$ cat src/rtl/change_dispenser.sv
// Sale buffer and actuator sequencer behind the vending FSM.
// Each sale releases one soda, then ejects its nickels one handshake at a time.
module change_dispenser #(
    parameter int DEPTH   = 4,
    parameter int TIMEOUT = 1000
) (
    input  logic                       i_clk,
    input  logic                       i_rst,
    input  logic                       i_soda,
    input  logic [2:0]                 i_change,
    input  logic                       i_ack,
    output logic                       o_soda_eject,
    output logic                       o_nickel_eject,
    output logic                       o_busy,
    output logic [$clog2(DEPTH+1)-1:0] o_pending,
    output logic                       o_overflow,
    output logic                       o_code_err,
    output logic                       o_fault
);

    localparam int AW = $clog2(DEPTH);
    localparam int CW = $clog2(DEPTH + 1);
    localparam int TW = $clog2(TIMEOUT);

    typedef enum logic [2:0] {
        IDLE,
        SODA_REQ,
        SODA_REL,
        COIN_REQ,
        COIN_REL,
        FAULT
    } state_t;

    state_t        state_q, state_d;
    logic [TW-1:0] timer_q, timer_d;
    logic [2:0]    cnt_q, cnt_d;
    logic [AW-1:0] wr_ptr_q, wr_ptr_d;
    logic [AW-1:0] rd_ptr_q, rd_ptr_d;
    logic [CW-1:0] count_q, count_d;
    logic [2:0]    mem_q [DEPTH];

    logic soda_q, soda_d;
    logic nickel_q, nickel_d;
    logic busy_q, busy_d;
    logic overflow_q, overflow_d;
    logic code_err_q, code_err_d;
    logic fault_q, fault_d;

    logic       pop;
    logic       full;
    logic       push_ok;
    logic       bad_code;
    logic [2:0] wr_data;
    logic       timeout;

    always_comb begin
        pop      = (state_q == IDLE) && (count_q != '0);
        full     = (count_q == CW'(DEPTH));
        push_ok  = i_soda && (!full || pop);
        bad_code = (i_change > 3'd4);
        wr_data  = bad_code ? 3'd0 : i_change;

        wr_ptr_d = push_ok ? wr_ptr_q + AW'(1) : wr_ptr_q;
        rd_ptr_d = pop ? rd_ptr_q + AW'(1) : rd_ptr_q;
        unique case ({push_ok, pop})
            2'b10:   count_d = count_q + CW'(1);
            2'b01:   count_d = count_q - CW'(1);
            default: count_d = count_q;
        endcase

        overflow_d = overflow_q | (i_soda & ~push_ok);
        code_err_d = code_err_q | (i_soda & bad_code);
    end

    // An ack on the last allowed cycle takes priority over the timeout.
    always_comb begin
        state_d = state_q;
        cnt_d   = cnt_q;
        timeout = (timer_q == TW'(TIMEOUT - 1));
        unique case (state_q)
            IDLE: begin
                if (pop) begin
                    cnt_d   = mem_q[rd_ptr_q];
                    state_d = SODA_REQ;
                end
            end
            SODA_REQ: begin
                if (i_ack)        state_d = SODA_REL;
                else if (timeout) state_d = FAULT;
            end
            SODA_REL, COIN_REL: begin
                if (!i_ack)       state_d = (cnt_q != 3'd0) ? COIN_REQ : IDLE;
                else if (timeout) state_d = FAULT;
            end
            COIN_REQ: begin
                if (i_ack) begin
                    state_d = COIN_REL;
                    cnt_d   = cnt_q - 3'd1;
                end else if (timeout) begin
                    state_d = FAULT;
                end
            end
            FAULT:   state_d = FAULT;
            default: state_d = IDLE;
        endcase

        if (state_d != state_q || state_q == IDLE || state_q == FAULT)
            timer_d = '0;
        else
            timer_d = timer_q + TW'(1);

        soda_d   = (state_d == SODA_REQ);
        nickel_d = (state_d == COIN_REQ);
        fault_d  = (state_d == FAULT);
        busy_d   = (state_d != IDLE) || (count_d != '0);
    end

    always_ff @(posedge i_clk) begin
        if (i_rst) begin
            state_q    <= IDLE;
            timer_q    <= '0;
            cnt_q      <= '0;
            wr_ptr_q   <= '0;
            rd_ptr_q   <= '0;
            count_q    <= '0;
            soda_q     <= 1'b0;
            nickel_q   <= 1'b0;
            busy_q     <= 1'b0;
            overflow_q <= 1'b0;
            code_err_q <= 1'b0;
            fault_q    <= 1'b0;
        end else begin
            state_q    <= state_d;
            timer_q    <= timer_d;
            cnt_q      <= cnt_d;
            wr_ptr_q   <= wr_ptr_d;
            rd_ptr_q   <= rd_ptr_d;
            count_q    <= count_d;
            soda_q     <= soda_d;
            nickel_q   <= nickel_d;
            busy_q     <= busy_d;
            overflow_q <= overflow_d;
            code_err_q <= code_err_d;
            fault_q    <= fault_d;
        end
    end

    always_ff @(posedge i_clk) begin
        if (!i_rst && push_ok)
            mem_q[wr_ptr_q] <= wr_data;
    end

    assign o_soda_eject   = soda_q;
    assign o_nickel_eject = nickel_q;
    assign o_busy         = busy_q;
    assign o_pending      = count_q;
    assign o_overflow     = overflow_q;
    assign o_code_err     = code_err_q;
    assign o_fault        = fault_q;

endmodule

$ cat config.mk
export PLATFORM = sky130hd
export DESIGN_NAME = change_dispenser
export DESIGN_NICKNAME = d
export VERILOG_FILES = /design/src/rtl/change_dispenser.sv
export SDC_FILE = /design/constraint.sdc
export NUM_CORES = 1
export LEC_CHECK = 0
export ABC_AREA = 1
export CAP_MARGIN = 20
export CORE_ASPECT_RATIO = 0.7
export CORE_MARGIN = 8
export CORE_UTILIZATION = 51
export DETAILED_ROUTE_END_ITERATION = 10
export GPL_TIMING_DRIVEN = 0
export PLACE_DENSITY = 0.72
export SLEW_MARGIN = 40
export SYNTH_ARGS = -nofsm -noshare
export SYNTH_HDL_FRONTEND = slang
export SYNTH_SLANG_ARGS = --single-unit
$ cat constraint.sdc
create_clock -name i_clk -period 1.74 [get_ports i_clk]
set_input_delay 0.174 -clock i_clk [delete_from_list [all_inputs] [get_ports i_clk]]
set_output_delay 0.174 -clock i_clk [all_outputs]
set_load 0.1 [all_outputs]
==> summary.txt <==
Die footprint -> 6340 um2
Sinks on Clock Net -> 43
Clock skew -> 0.00581 ns
Antenna Cells -> 0
Drt total wl -> 4240 um
Post-route antenna net violation count -> 0
Tmin final -> 1.84 ns
Starting DRC count in detailed routing -> 168
Biggest fanout along the worst timing path -> 4
Dominant synthesized flop cell -> dfxtp_1
Top Ports -> 16
Reg clk slew, reported paths -> 0.08 ns
Worst Hold End -> timer_q[0]$_SDFF_PP0_
Design area -> 2600 um2
Post-DP HPWL -> 2820 um
Register area share after synthesis -> 47.8%
FF+latch count, synth -> 43
Fmax -> 0.545 GHz
Number of nets in the layout -> 303
Num CTS Buffers -> 5
Final Cycle Share -> 105%
Root buffer cell -> clkbuf_8
Crit path arrival time -> 2.01 ns
Slew headroom -> 67.6%
Final core occ -> 66.6%
Net Count, Synth -> 270
IO buf count -> 15
Critical Path Start Type -> flop
Final hold vios -> 0
Routed via count -> 1736
Drt pass-1 iters -> 4
Total grt overflow -> 0
Async set-reset flop share out of synthesis -> 0%
Peak supply drop -> 1900 uV
Core Area -> 3900 um2
Unrepaired setup endpoints after global routing -> yes
WL/cell -> 12.4 um
Commonest non-fill, non-tap cell in the layout -> inv_1
Clock Path Buffers -> 2
Yosys top cell area share -> 30.2%
Setup slack, reg-to-reg -> -0.1 ns
Die height -> 69.1 um
Cells after DPL -> 322
Critical setup path kind -> flop to flop
Antenna violations before repair -> 0
FP Rows -> 19
Post-synth EDFFs -> 12
Power per cell area -> 1740 nW/um2
Final Wtd Congestion -> 0.806
Hold crit path type -> flop to flop
WHS Path Cells -> 1
Area Growth Syn to Fin -> 26.6%
Remaining DRCs -> 0
Die X -> 91.8 um
Syn_area_per_cell -> 8.05 um2
Syn Inst Count -> 255
Static Leak -> 1.06 nW
Dpl ws -> -0.165 ns
Yosys warnings -> 0
Slew Viols, Final -> 0
Worst-margin pin slew -> 0.490 ns
TritonCTS clock tree -> yes
Final hold slack -> 0.415 ns
Nature of the critical path endpoint -> flop
Clock Latency Late Sink -> 0.29 ns
CTS H-tree lvls -> 2
Non-Filler Instances -> 341
Reg2reg path depth -> 10
Violated checks -> negative setup slack
Worst Path Required -> 1.91 ns
Vias/cell -> 5.09
Worst reg2reg path startpoint -> state_q[1]$_SDFF_PP0_
First-pass GRT wire length -> 6960 um
Largest cells by area after synthesis -> dfxtp_1 (30%), edfxtp_1 (18%), nand2_1 (7.9%)
Final setup vio count -> 1
Reg-to-reg endpoint -> o_busy$_SDFF_PP0_
Biggest area consumer among synthesized cells -> dfxtp_1
Vias in the first global route -> 1605
Max-Cap Viols -> 0
Post-Syn Area -> 2050 um2
Post-route setup slack -> -0.0953 ns
GRT Util Overall -> 13.4%
Min-delay src -> timer_q[0]$_SDFF_PP0_
Largest net degree at the start of global routing -> 16
Initial core utilization -> 52.6%
Layout cells sized above 1 -> 32.2%
Status -> finished with violations
Commonest non-fill, non-tap cells in the layout -> inv_1 (33), nand2_1 (30), nor2_1 (29), dfxtp_1 (22)
Synth cell types -> 28
Dpl cell area -> 2240 um2
worst max-delay path by stage:
stage / start / to / slack, ns / depth (start not counted)
after CTS: timer_q[0]$_SDFF_PP0_ / o_busy$_SDFF_PP0_ / 0.004 / 13
after global routing: state_q[1]$_SDFF_PP0_ / o_busy$_SDFF_PP0_ / -0.19 / 13
after floorplan: o_pending[2]$_SDFF_PP0_ / o_busy$_SDFF_PP0_ / -0.004 / 9
after detailed placement: i_ack / timer_q[9]$_SDFF_PP0_ / -0.16 / 12
after global placement: i_ack / timer_q[7]$_SDFF_PP0_ / -0.20 / 12
final: state_q[1]$_SDFF_PP0_ / o_busy$_SDFF_PP0_ / -0.1 / 10
per-stage QoR:
step	setup TNS (ns)	power [mW]
2_1_floorplan	-0.00431	2.80
3_3_place_gp	-3.50	3.14
3_5_place_dp	-3.13	3.11
4_1_cts	0	4.22
5_1_grt	-1.21	4.81
6_report	-0.0953	4.51
sequential cells by signal, summed over array words and instances, names as in the netlist, named ones only:
register,flops
cnt_q,3
mem_q,12
o_busy,1
o_code_err,1
o_fault,1
o_nickel_eject,1
o_overflow,1
o_pending,3
o_soda_eject,1
rd_ptr_q,2
state_q,3
timer_q,10
wr_ptr_q,2
per-layer routing:
| layer | up-vias | GRT usage, % | wire length (um) | share of wire [%] |
|---|---|---|---|---|
| li1 | 887 | - | - | - |
| met4 | 0 | 3.74 | 55 | 1.3 |
| met1 | 805 | 17.8 | 2020 | 48 |
| met3 | 4 | 3.89 | 201 | 4.7 |
| met5 | - | 0 | 0 | 0 |
| met2 | 40 | 20.5 | 1960 | 46 |
repair_timing:
item | 4_1_cts | 5_1_grt
cloned | 1 | 0
gates resized for setup | 20 | 27
endpoints found under the setup margin | 15 | 31
pin swaps | 10 | 20
hold buffers | 0 | 0
buffers inserted | 7 | 3
worst max-delay path, stage by stage, from the launching register on:
cell	delay (ns)
dfxtp_4	0.36
nor2_4	0.13
nand2_4	0.08
inv_4	0.07
nand3_4	0.09
fa_2	0.55
nand3_2	0.08
nand2_2	0.09
nand3_2	0.06
nor2_1	0.14
nor2_1	0.05
layout make-up:
type                    instances  area (um2)
plain buffers                   1        3.75
clock buffers                   5        68.8
clock inverters                 3        46.3
fillers                       324        1300
inverters                      43         171
multi-input cells             169        1050
flip-flops and latches         43        1010
well taps                      52        65.1
repair buffers                 25         180
cells in the mapped netlist (all sizes together), types with 5 or more instances:
library cell,instances
nand2,48
nor2,44
inv,42
dfxtp,31
o21ai,17
nand3,16
edfxtp,12
a21oi,9
ha,7
nor3,5
where the power goes:
group	internal [mW]	switching (mW)
sequential	1.23	0.142
combinational	0.778	1.57
clock	0.432	0.353
total	2.44	2.07
cells by family (layout without fill, tap and decap cells):
logic type	Yosys count	count (layout)	synth area share, %
XOR/XNOR	7	7	2.99
adder cells (fa/ha/maj)	8	8	5.24
AO/OA/AOI/OAI	36	36	9.51
AND/OR/NAND/NOR	117	118	26.3
flip-flops	43	43	47.8
buffers and inverters	44	77	8.11
Note: power is estimated with default switching activity, not from simulation.
